==> src/rtl/rr_arb_pkg.sv <==
// Shared types and sizes for the eight-way round-robin arbiter.
package rr_arb_pkg;

    localparam int unsigned N_REQ = 8;
    localparam int unsigned ID_W  = 3;

    typedef enum logic {ARB_IDLE, ARB_GRANT} arb_state_t;

    function automatic logic [N_REQ-1:0] id_to_onehot(input logic [ID_W-1:0] id);
        return N_REQ'(1) << id;
    endfunction

endpackage

==> src/rtl/prio_enc8.sv <==
// Combinational 8-to-3 priority encoder: index of the lowest set bit plus a valid flag.
module prio_enc8
    import rr_arb_pkg::*;
(
    input  logic [N_REQ-1:0] vec_i,
    output logic [ID_W-1:0]  idx_o,
    output logic             valid_o
);

    // Scan from the top so the lowest set bit is written last and wins.
    always_comb begin
        idx_o = '0;
        for (int i = N_REQ - 1; i >= 0; i--) begin
            if (vec_i[i]) begin
                idx_o = ID_W'(i);
            end
        end
    end

    assign valid_o = |vec_i;

endmodule

==> src/rtl/rr_arbiter8.sv <==
// Eight-way round-robin arbiter with registered one-hot grant and binary index.
// Define RR_ARB_TIMEOUT_EN to force a release after MAX_HOLD cycles of ownership.
module rr_arbiter8
    import rr_arb_pkg::*;
#(
    parameter int unsigned MAX_HOLD = 16
) (
    input  logic             clk,
    input  logic             rst,
    input  logic [N_REQ-1:0] req,
    output logic [N_REQ-1:0] gnt,
    output logic [ID_W-1:0]  gnt_id,
    output logic             gnt_valid,
    output logic             timeout
);

    if (MAX_HOLD < 2 || MAX_HOLD > 256) begin : g_bad_max_hold
        $error("rr_arbiter8: MAX_HOLD must be within 2..256");
    end

    arb_state_t       state_q, state_d;
    logic [ID_W-1:0]  ptr_q, ptr_d;
    logic [N_REQ-1:0] gnt_q, gnt_d;
    logic [ID_W-1:0]  gnt_id_q, gnt_id_d;
    logic             gnt_valid_q, gnt_valid_d;
    logic             timeout_q, timeout_d;

    logic [2*N_REQ-1:0] req_dbl_c;
    logic [N_REQ-1:0]   req_rot_c;
    logic [ID_W-1:0]    enc_idx_c;
    logic               enc_valid_c;
    logic [ID_W-1:0]    winner_c;
    logic               owner_req_c;
    logic               expire_c;

    // Rotate right by ptr so the search starts at ptr; 3-bit add wraps mod 8.
    assign req_dbl_c = {req, req};
    assign req_rot_c = N_REQ'(req_dbl_c >> ptr_q);
    assign winner_c  = enc_idx_c + ptr_q;

    prio_enc8 u_enc (
        .vec_i   (req_rot_c),
        .idx_o   (enc_idx_c),
        .valid_o (enc_valid_c)
    );

    assign owner_req_c = req[gnt_id_q];

`ifdef RR_ARB_TIMEOUT_EN
    localparam int unsigned HOLD_W = 8;

    logic [HOLD_W-1:0] hold_q, hold_d;

    // A drop on the expiry cycle is an ordinary release, not a timeout.
    assign expire_c = owner_req_c && (hold_q == HOLD_W'(MAX_HOLD - 1));

    always_comb begin
        hold_d = '0;
        if (state_q == ARB_GRANT && owner_req_c && !expire_c) begin
            hold_d = hold_q + HOLD_W'(1);
        end
    end

    always_ff @(posedge clk) begin
        if (rst) begin
            hold_q <= '0;
        end else begin
            hold_q <= hold_d;
        end
    end
`else
    assign expire_c = 1'b0;
`endif

    always_ff @(posedge clk) begin
        if (rst) begin
            state_q <= ARB_IDLE;
        end else begin
            state_q <= state_d;
        end
    end

    always_comb begin
        state_d = state_q;
        case (state_q)
            ARB_IDLE:  if (enc_valid_c) state_d = ARB_GRANT;
            ARB_GRANT: if (!owner_req_c || expire_c) state_d = ARB_IDLE;
            default:   state_d = ARB_IDLE;
        endcase
    end

    // Next values for the registered outputs and the priority pointer.
    always_comb begin
        gnt_d       = '0;
        gnt_id_d    = '0;
        gnt_valid_d = 1'b0;
        timeout_d   = 1'b0;
        ptr_d       = ptr_q;
        case (state_q)
            ARB_IDLE: begin
                if (enc_valid_c) begin
                    gnt_d       = id_to_onehot(winner_c);
                    gnt_id_d    = winner_c;
                    gnt_valid_d = 1'b1;
                    ptr_d       = winner_c + ID_W'(1);
                end
            end
            ARB_GRANT: begin
                if (owner_req_c && !expire_c) begin
                    gnt_d       = gnt_q;
                    gnt_id_d    = gnt_id_q;
                    gnt_valid_d = 1'b1;
                end else if (expire_c) begin
                    timeout_d = 1'b1;
                end
            end
            default: ;
        endcase
    end

    always_ff @(posedge clk) begin
        if (rst) begin
            ptr_q       <= '0;
            gnt_q       <= '0;
            gnt_id_q    <= '0;
            gnt_valid_q <= 1'b0;
            timeout_q   <= 1'b0;
        end else begin
            ptr_q       <= ptr_d;
            gnt_q       <= gnt_d;
            gnt_id_q    <= gnt_id_d;
            gnt_valid_q <= gnt_valid_d;
            timeout_q   <= timeout_d;
        end
    end

    assign gnt       = gnt_q;
    assign gnt_id    = gnt_id_q;
    assign gnt_valid = gnt_valid_q;
    assign timeout   = timeout_q;

endmodule

==> config.mk <==
export PLATFORM = sky130hd
export DESIGN_NAME = rr_arbiter8
export DESIGN_NICKNAME = d
export VERILOG_FILES = /design/src/rtl/rr_arb_pkg.sv /design/src/rtl/prio_enc8.sv /design/src/rtl/rr_arbiter8.sv
export SDC_FILE = /design/constraint.sdc
export NUM_CORES = 1
export LEC_CHECK = 0
export ABC_AREA = 1
export BUFFER_PORTS_ARGS = -buffer_cell sky130_fd_sc_hd__buf_2
export CAP_MARGIN = 20
export CORE_MARGIN = 2
export CORE_UTILIZATION = 45
export DETAILED_ROUTE_END_ITERATION = 10
export GPL_ROUTABILITY_DRIVEN = 1
export GPL_TIMING_DRIVEN = 0
export PLACE_DENSITY = 0.66
export SLEW_MARGIN = 10
export SYNTH_ARGS = -nofsm -noshare
export SYNTH_HDL_FRONTEND = slang
export SYNTH_SLANG_ARGS = --single-unit
export TNS_END_PERCENT = 30
==> constraint.sdc <==
create_clock -name clk -period 5.5 [get_ports clk]
set_input_delay 1.375 -clock clk [delete_from_list [all_inputs] [get_ports clk]]
set_output_delay 1.375 -clock clk [all_outputs]
set_load 0.02 [all_outputs]
==> out/qor.yml, run 1 <==
logic_synthesis:
  synth.avg_cell_area_um2: 6.84
  synth_xor_xnor_area_share_pct: 0.631
  syn_nets: 220
  synth_top_family_by_area: "simple AND/OR/NAND/NOR gates"
  netlist_instances: 203
  synth.distinct_cells: 30
  syn_area_um2: 1390
  muxShareOfSynthArea_pct: 0
  synth_warnings: 0
  yosys.area_share.simple_pct: 50.8
  synth_compound_area_share_pct: 9.64
  synth_adder_area_share_pct: 6.85
  ys_seq_area_share_pct: 21.6
  ys_ff_latch: 15
timing:
  slew_violations: 0
  fin_ws_ns: 1.75
  post-route-period-util_pct: 68.2
  finClkSkew_ns: 0.00996
  rsz0062_at_grt: "no"
  post-route-min-period_ns: 3.75
  tns_ns: 0
  setup_viol: 0
  max_freq_mhz: 267
  hold_violations: 0
power:
  p_leak_nw: 0.779
  totalPowerFinal_w: 0.000929
  power_density_nw_per_um2: 594
  peakVddDrop_v: 0.000301
finish:
  fin_util_pct: 52.0
  fill_cells: 311
  layout-drive-gt1-share_pct: 30.7
  diodes: 0
  multi_input_area_um2: 947
  area_growth_pct: 12.5
  mostFrequentLayoutCell: "nand2_1"
  regArea_um2: 300
  most-common-layout-cells: "nand2_1, buf_2, nand3_1, nand3_2, a21oi_1"
  layout.nets: 246
cts:
  path_clk_slew_ns: 0.09
  clk_latency_ns: 0.29
  cts_root_buf: "clkbuf_4"
  cts.path.max_buffers: 2
  cts_tree: "yes"
  ctsHoldBuffers: 0
  cts_setup_buffers: 0
  ctsResizeCount: 0
  cts_sinks: 15
  htree_levels: 1
  cts_buffers: 3
die:
  start_util_pct: 46.3
  die_w_um: 59.6
  die_h_um: 59.6
  rows: 20
  pin_count: 23
  dieArea_um2: 3550
  core_area_um2: 3000
detailed_routing:
  routed_via_density: 5.05
  drc: 0
  dr.pass1.iters: 4
  met1_length_um: 1450
  vias: 1317
  maxUsedRoutingLayer: "met4"
  wl_um: 2970
  antenna_left: 0
  wl_met2_um: 1400
  drtIter0Drc: 100
  wl_per_cell_um: 11.4
  route.met3.wl_um: 67
critical_path:
  critPathKind: "in2reg"
  reg2reg_depth: 20
  critPathMaxFanout: 5
  reg2reg_from: "ptr_q[0]"
  crit_start: "req[2]"
  cp-endpoint: "ptr_q[2]"
  cp.required_ns: 5.67
  worstReg2RegEnd: "ptr_q[2]"
  cp-end-kind: "register"
  start_kind: "primary input"
  rrSetupSlack_ns: 2.41
  crit_arrival_ns: 3.92
place:
  dp_slack_ns: 1.42
  portBuffers: 21
  hpwl_um: 2420
  finalWeightedCongestion: 0.881
global_routing:
  antenna_found_initial: 0
  grt_pass1_vias: 1156
  grt_use_total_pct: 18.1
  grt_pass1_wl_um: 5040
  grt.overflow.total: 0
  grt_max_degree: 11
min_path:
  min-delay-path-class: "reg2reg"
status:
  status: "finished clean"
flow_run:
  maxCapViolations: 0
==> logic make-up (layout without fill, tap and decap cells) <==
logic type | after synthesis | after routing
XOR/XNOR | 1 | 1
AND/OR/NAND/NOR | 128 | 128
other | 1 | 1
AO/OA/AOI/OAI | 25 | 25
adder cells (fa/ha/maj) | 7 | 7
buffers and inverters | 26 | 51
flip-flops | 15 | 15
==> through the flow <==
stage	hold WS [ns]	instances	cell area [µm²]
6_report	0.464	261	1560
5_1_grt	0.481	261	1560
4_1_cts	0.469	261	1560
3_5_place_dp	0.455	257	1540
3_3_place_gp	0.453	257	1540
2_1_floorplan	0.534	203	1390
==> worst max-delay path, stage by stage <==
cell	delay [ns]
buf_2	0.11
nand2_1	0.10
nand3_2	0.11
nand3_1	0.08
nand2_1	0.13
a31oi_1	0.09
o21ai_0	0.14
nand2_1	0.07
a21oi_1	0.14
ha_1	0.16
inv_1	0.05
fa_1	0.37
xor2_1	0.27
inv_1	0.09
nand3_2	0.13
nand2_4	0.08
inv_2	0.06
ha_1	0.22
nand2_1	0.08
a21oi_1	0.06
==> area by class of cell <==
type	instances	share of cell area (%)
plain buffers	10	4.56
clock buffers	3	1.44
clock inverters	1	0.320
inverters	16	4.48
multi-input cells	162	60.6
flip-flops and latches	15	19.2
well taps	33	2.64
repair buffers	21	6.73
==> synthesized netlist by cell type (all sizes together) <==
cell type | count | area (µm²)
a31oi | 1 | 6.26
ha | 6 | 75.1
clkbuf | 2 | 7.51
nor3b | 1 | 7.51
dfxtp | 15 | 300
a21oi | 17 | 85.1
buf | 8 | 63.8
o31ai | 1 | 7.51
inv | 16 | 70.1
fa | 1 | 20.0
nand3b | 3 | 22.5
o21ai | 4 | 20.0
nand3 | 36 | 265
conb | 1 | 3.75
o211ai | 2 | 15.0
nor2 | 8 | 57.6
nand4 | 3 | 18.8
xor2 | 1 | 8.76
nand2 | 77 | 334
==> sequential cells by signal (all words and copies together) (netlist names) <==
| name | flops |
|---|---|
| ptr_q | 3 |
| gnt_id | 3 |
| gnt | 8 |
| gnt_valid | 1 |
==> metal layers <==
layer / vias to the layer above / global-route usage, %
met2: 22 / 30.6
li1: 718 / -
met4: 0 / 5.71
met3: 7 / 1.53
met1: 570 / 24.2
met5: - / 0
==> power by group <==
| part | total, W | switching, W | leakage (nW) | internal (W) |
|---|---|---|---|---|
| Combinational | 0.000703 | 0.000449 | 0.638 | 0.000254 |
| Sequential | 0.000163 | 0.0000184 | 0.123 | 0.000144 |
| Clock | 0.0000631 | 0.0000360 | 0.0177 | 0.0000271 |
==> worst min-delay path by stage <==
stage | from | to | slack, ns | cells after the start
after floorplan | gnt[0] | gnt[0] | 0.53 | 2
after global placement | gnt[0] | gnt[0] | 0.45 | 2
after detailed placement | gnt[4] | gnt[4] | 0.45 | 2
after CTS | gnt[4] | gnt[4] | 0.47 | 2
after global routing | gnt[4] | gnt[4] | 0.48 | 2
final | gnt[0] | gnt[0] | 0.46 | 2
(Power assumes the default switching activity.)
==> run 2: changes to the inputs <==
--- a/config.mk
+++ b/config.mk
@@ -13,7 +13,7 @@
 export DETAILED_ROUTE_END_ITERATION = 10
 export GPL_ROUTABILITY_DRIVEN = 1
 export GPL_TIMING_DRIVEN = 0
-export PLACE_DENSITY = 0.66
+export PLACE_DENSITY = 0.69
 export SLEW_MARGIN = 10
 export SYNTH_ARGS = -nofsm -noshare
 export SYNTH_HDL_FRONTEND = slang
==> constraint.sdc (replaced) <==
create_clock -name clk -period 3.2 [get_ports clk]
set_input_delay 0.8 -clock clk [delete_from_list [all_inputs] [get_ports clk]]
set_output_delay 0.8 -clock clk [all_outputs]
set_load 0.02 [all_outputs]
==> run 2 against run 1 <==
Worst setup slack lost 1.5 ns. Sequential share of layout area fell by 0.74 points. Worst hold slack better by 0.0024 ns. Final area is 4.0% higher. Critical path type unchanged.
==> out/qor.yml, run 2 (synthesis gave the netlist of run 1 again) <==
status:
  status: "finished clean"
finish:
  final_cell_count_no_fill: 264
  layout-drive-gt1-share_pct: 35.9
  multi_input_area_um2: 988
  mostFrequentLayoutCell: "nand2_1"
  largest_register_ffs: 8
  most-common-layout-cells: "nand2_1, buf_2, nand3_1, nand3_2, a21oi_1"
  diodes: 0
  layout.nets: 249
  area_growth_pct: 17.0
  fill_cells: 342
  regArea_um2: 300
die:
  dieArea_um2: 3550
  start_util_pct: 46.3
  pin_count: 23
  die_w_um: 59.6
  rows: 20
  die_h_um: 59.6
  core_area_um2: 3000
global_routing:
  grt_max_degree: 11
  grt_use_total_pct: 19.3
  grt.overflow.total: 0
  grt_pass1_wl_um: 5420
  antenna_found_initial: 0
  grt_pass1_vias: 1246
place:
  dp.cells: 257
  portBuffers: 21
  dp_slack_ns: -0.291
  finalWeightedCongestion: 0.861
  hpwl_um: 2400
flow_run:
  maxCapViolations: 0
power:
  p_leak_nw: 0.795
  power_density_nw_per_um2: 1030
  peakVddDrop_v: 0.000554
detailed_routing:
  drc: 0
  wl_um: 3100
  antenna_left: 0
  routed_via_density: 5.06
  dr.pass1.iters: 4
  vias: 1335
  wl_per_cell_um: 11.7
  drtIter0Drc: 78
critical_path:
  worst-path-buf-inv: 4
  path_delay_family: "adder cells"
  slowest_stage: "fa_2"
  slowest_delay_ns: 0.34
  cp_common_cell: "nand2_1"
  path_cells: "buf_2 > nand2_1 > nand3_2 > nand3_1 > a31oi_1 > o21ai_1 > nand2_1 > a21oi_2 > ha_1 > inv_1 > fa_2 > xor2_2 > inv_2 > nand3_4 > nand2_4 > inv_2 > ha_1 > nand2_1 > a21oi_1"
  cp.required_ns: 3.36
  cp-end-kind: "register"
  crit_arrival_ns: 3.15
  critPathKind: "in2reg"
  start_kind: "primary input"
  critPathMaxFanout: 5
timing:
  finClkSkew_ns: 0.00492
  tns_ns: 0
  post-route-period-util_pct: 93.5
  hold_violations: 0
  max_freq_mhz: 334
  post-route-min-period_ns: 2.99
  slew_violations: 0
  setup_viol: 0
  fin_ws_ns: 0.207
cts:
  cts.path.max_buffers: 2
  cts_tree: "yes"
  cts_sinks: 15
  path_clk_slew_ns: 0.09
  htree_levels: 1
  cts_root_buf: "clkbuf_4"
  cts_buffers: 3
  clk_latency_ns: 0.28
min_path:
  min-delay-path-class: "reg2reg"
==> run 2: tightest hold or removal path: cells and delay by family, from the launching register on <==
family | cells | cell delay, ns
AOI/OAI and AO/OA | 1 | 0.05
DFF | 1 | 0.32
and+or+nand+nor | 1 | 0.06
==> run 2: repair_timing <==
item	4_1_cts	5_1_grt
setup buffers	0	3
endpoints found under the setup margin	1	2
cloned	0	0
pin swaps	0	6
hold buffers	0	0
resized for setup	2	11
==> run 2: cell type report <==
| class | instances | area share [%] |
|---|---|---|
| multi-input combinational | 162 | 60.8 |
| tap | 33 | 2.54 |
| clock buffer | 4 | 1.62 |
| buffer | 10 | 4.39 |
| inverter | 16 | 4.31 |
| timing repair buffer | 24 | 7.85 |
| sequential | 15 | 18.5 |
==> run 2: worst paths after layout <==
path	start	to	slack, ns	cells past startpoint
min	gnt[0]	gnt[0]	0.47	2
max reg2reg	ptr_q[0]	ptr_q[2]	0.30	21
max	req[5]	ptr_q[2]	0.21	19
min reg2reg	gnt[0]	gnt[0]	0.47	2
==> run 2: metrics by stage <==
step           hold WS (ns)  util, %  cell area [µm²]  total power (W)
6_report              0.467     54.1             1630          0.00167
5_1_grt               0.491     54.1             1630          0.00186
4_1_cts               0.471     52.3             1570          0.00161
3_5_place_dp          0.456     51.1             1540          0.00148
3_3_place_gp          0.452     51.1             1540          0.00148
2_1_floorplan         0.534        -             1390          0.00125
==> run 2: layer usage <==
| layer | routed length (µm) | up-vias | GRT usage (%) |
|---|---|---|---|
| li1 | - | 719 | - |
| met1 | 1480 | 594 | 26.3 |
| met2 | 1530 | 18 | 32.5 |
| met3 | 62 | 4 | 1.31 |
| met4 | 29 | 0 | 5.71 |
| met5 | 0 | - | 0 |
==> run 2: power by group <==
| part | internal (W) | switching (W) |
|---|---|---|
| sequential | 0.000248 | 0.0000323 |
| clock | 0.0000484 | 0.0000606 |
| combinational | 0.000479 | 0.000802 |
==> run 3: changes to the inputs <==
--- a/config.mk
+++ b/config.mk
@@ -8,7 +8,6 @@
 export ABC_AREA = 1
 export BUFFER_PORTS_ARGS = -buffer_cell sky130_fd_sc_hd__buf_2
 export CAP_MARGIN = 20
-export CORE_MARGIN = 2
 export CORE_UTILIZATION = 45
 export DETAILED_ROUTE_END_ITERATION = 10
 export GPL_ROUTABILITY_DRIVEN = 1
==> run 3 against run 2 <==
The flow now finishes with violations (design-rule violations). Global-route usage decreased by 0.29 points. Clock-buffer cell count unchanged. Clock power about the same. Sequential share of layout area increased by 0.33 points. Critical endpoint unchanged.
==> out/qor.yml, run 3 (synthesis gave the netlist of run 1 again) <==
status:
  status: "finished, violations left"
  violations: "design-rule violations"
timing:
  rsz0062_at_grt: "no"
  hold_violations: 0
  post-route-min-period_ns: 3.02
  fin_ws_ns: 0.182
  post-route-period-util_pct: 94.3
  finClkSkew_ns: 0.000912
  setup_viol: 0
  max_freq_mhz: 331
  slew_violations: 0
critical_path:
  worst-path-buf-inv: 4
  crit_arrival_ns: 3.19
  critPathKind: "in2reg"
  start_kind: "primary input"
  critPathMaxFanout: 5
  cp_common_cell: "nand2_1"
  rrSetupSlack_ns: 0.28
  slowest_stage: "fa_2"
  cp-end-kind: "register"
  path_delay_family: "simple AND/OR/NAND/NOR gates"
  path_cells: "buf_2 > nand2_1 > nand3_2 > nand3_1 > nand2_2 > a31oi_1 > o21ai_1 > nand2_1 > a21oi_2 > ha_1 > inv_1 > fa_2 > xor2_2 > inv_2 > nand3_4 > nand2_4 > inv_2 > ha_1 > nand2_1 > a21oi_2"
  cp.required_ns: 3.37
  slowest_delay_ns: 0.34
finish:
  mostFrequentLayoutCell: "nand2_1"
  area_growth_pct: 15.0
  regArea_um2: 300
  multi_input_area_um2: 977
  final_area_um2: 1600
  diodes: 0
  final_cell_count_no_fill: 260
  fill_cells: 282
  most-common-layout-cells: "nand2_1, buf_2, nand3_1, nand3_2"
  largest_register_ffs: 8
  fin_util_pct: 56.4
  layout.nets: 247
  layout-drive-gt1-share_pct: 33.6
power:
  peakVddDrop_v: 0.000600
  power_density_nw_per_um2: 1040
  p_leak_nw: 0.780
  totalPowerFinal_w: 0.00166
cts:
  clk_latency_ns: 0.29
  cts_root_buf: "clkbuf_4"
  cts_sinks: 15
  htree_levels: 1
  cts.path.max_buffers: 2
  cts_tree: "yes"
  path_clk_slew_ns: 0.09
  cts_buffers: 3
  ctsHoldBuffers: 0
die:
  core_area_um2: 2830
  dieArea_um2: 3310
  rows: 19
  die_h_um: 57.6
  start_util_pct: 49.1
  pin_count: 23
  die_w_um: 57.6
place:
  portBuffers: 21
  hpwl_um: 2350
  finalWeightedCongestion: 0.812
  dp_slack_ns: -0.295
  dp.cells: 255
  placed_area_um2: 1530
global_routing:
  grt_use_total_pct: 19.0
  grt_pass1_wl_um: 5000
  antenna_found_initial: 0
  grt_max_degree: 11
  grt.overflow.total: 0
  grt_pass1_vias: 1202
detailed_routing:
  met1_length_um: 1410
  drc: 1
  routed_via_density: 5.04
  vias: 1311
  wl_met2_um: 1400
  maxUsedRoutingLayer: "met4"
  antenna_left: 0
  wl_um: 2900
  drtIter0Drc: 53
  dr.pass1.iters: 7
  route.met3.wl_um: 41
  wl_per_cell_um: 11.2
flow_run:
  maxCapViolations: 0
min_path:
  min-delay-path-class: "reg2reg"
[run 3: cell count changes in the layout (fill, tap and decap cells not counted), sizes merged]
cell and delta:
buf -2
[run 3: worst paths after layout]
kind,startpoint,to,depth (start not counted)
max,req[2],ptr_q[2],20
min,gnt[3],gnt[3],2
max reg2reg,ptr_q[0],ptr_q[2],20
min reg2reg,gnt[3],gnt[3],2
[run 3: cell type report]
cell class                 count  share of cell area, %
buffer                        10                   4.47
clock buffer                   4                   1.65
inverter                      16                   4.39
multi-input combinational    162                   61.2
sequential                    15                   18.8
tap                           31                   2.43
timing repair buffer          22                   7.05
[run 3: report_power, final]
group          internal [W]  leakage, nW  switching, W  total (W)
sequential         0.000248        0.123     0.0000315   0.000279
clock             0.0000485       0.0150     0.0000614   0.000110
combinational      0.000473        0.642      0.000796    0.00127
total              0.000770        0.780      0.000889    0.00166
[run 3: metrics by stage]
| step | setup TNS, ns | hold WS [ns] |
|---|---|---|
| 2_1_floorplan | 0 | 0.534 |
| 3_3_place_gp | -0.428 | 0.453 |
| 3_5_place_dp | -0.505 | 0.455 |
| 4_1_cts | 0 | 0.470 |
| 5_1_grt | 0 | 0.503 |
| 6_report | 0 | 0.466 |
[run 3: metal layers]
metal | up-vias | global-route usage (%)
li1 | 711 | -
met2 | 13 | 32.6
met3 | 5 | 0.680
met4 | 0 | 8.36
met5 | - | 0
met1 | 582 | 24.8
[run 3: what timing repair did]
action                                  4_1_cts  5_1_grt
buffers inserted                              0        1
gates resized for setup                       0        9
endpoints found under the setup margin        0        2
[run 3: worst register-to-register path, stage by stage (launching register included)]
cell and delay, ns:
dfxtp_1 0.36, buf_6 0.16, nand2_1 0.11, nand3_2 0.11, nand3_1 0.09, nand2_2 0.11, a31oi_1 0.09, o21ai_1 0.12
nand2_1 0.07, a21oi_2 0.12, ha_1 0.15, inv_1 0.04, fa_2 0.34, xor2_2 0.18, inv_2 0.08, nand3_4 0.10
nand2_4 0.10, inv_2 0.04, ha_1 0.28, nand2_1 0.09, a21oi_2 0.05
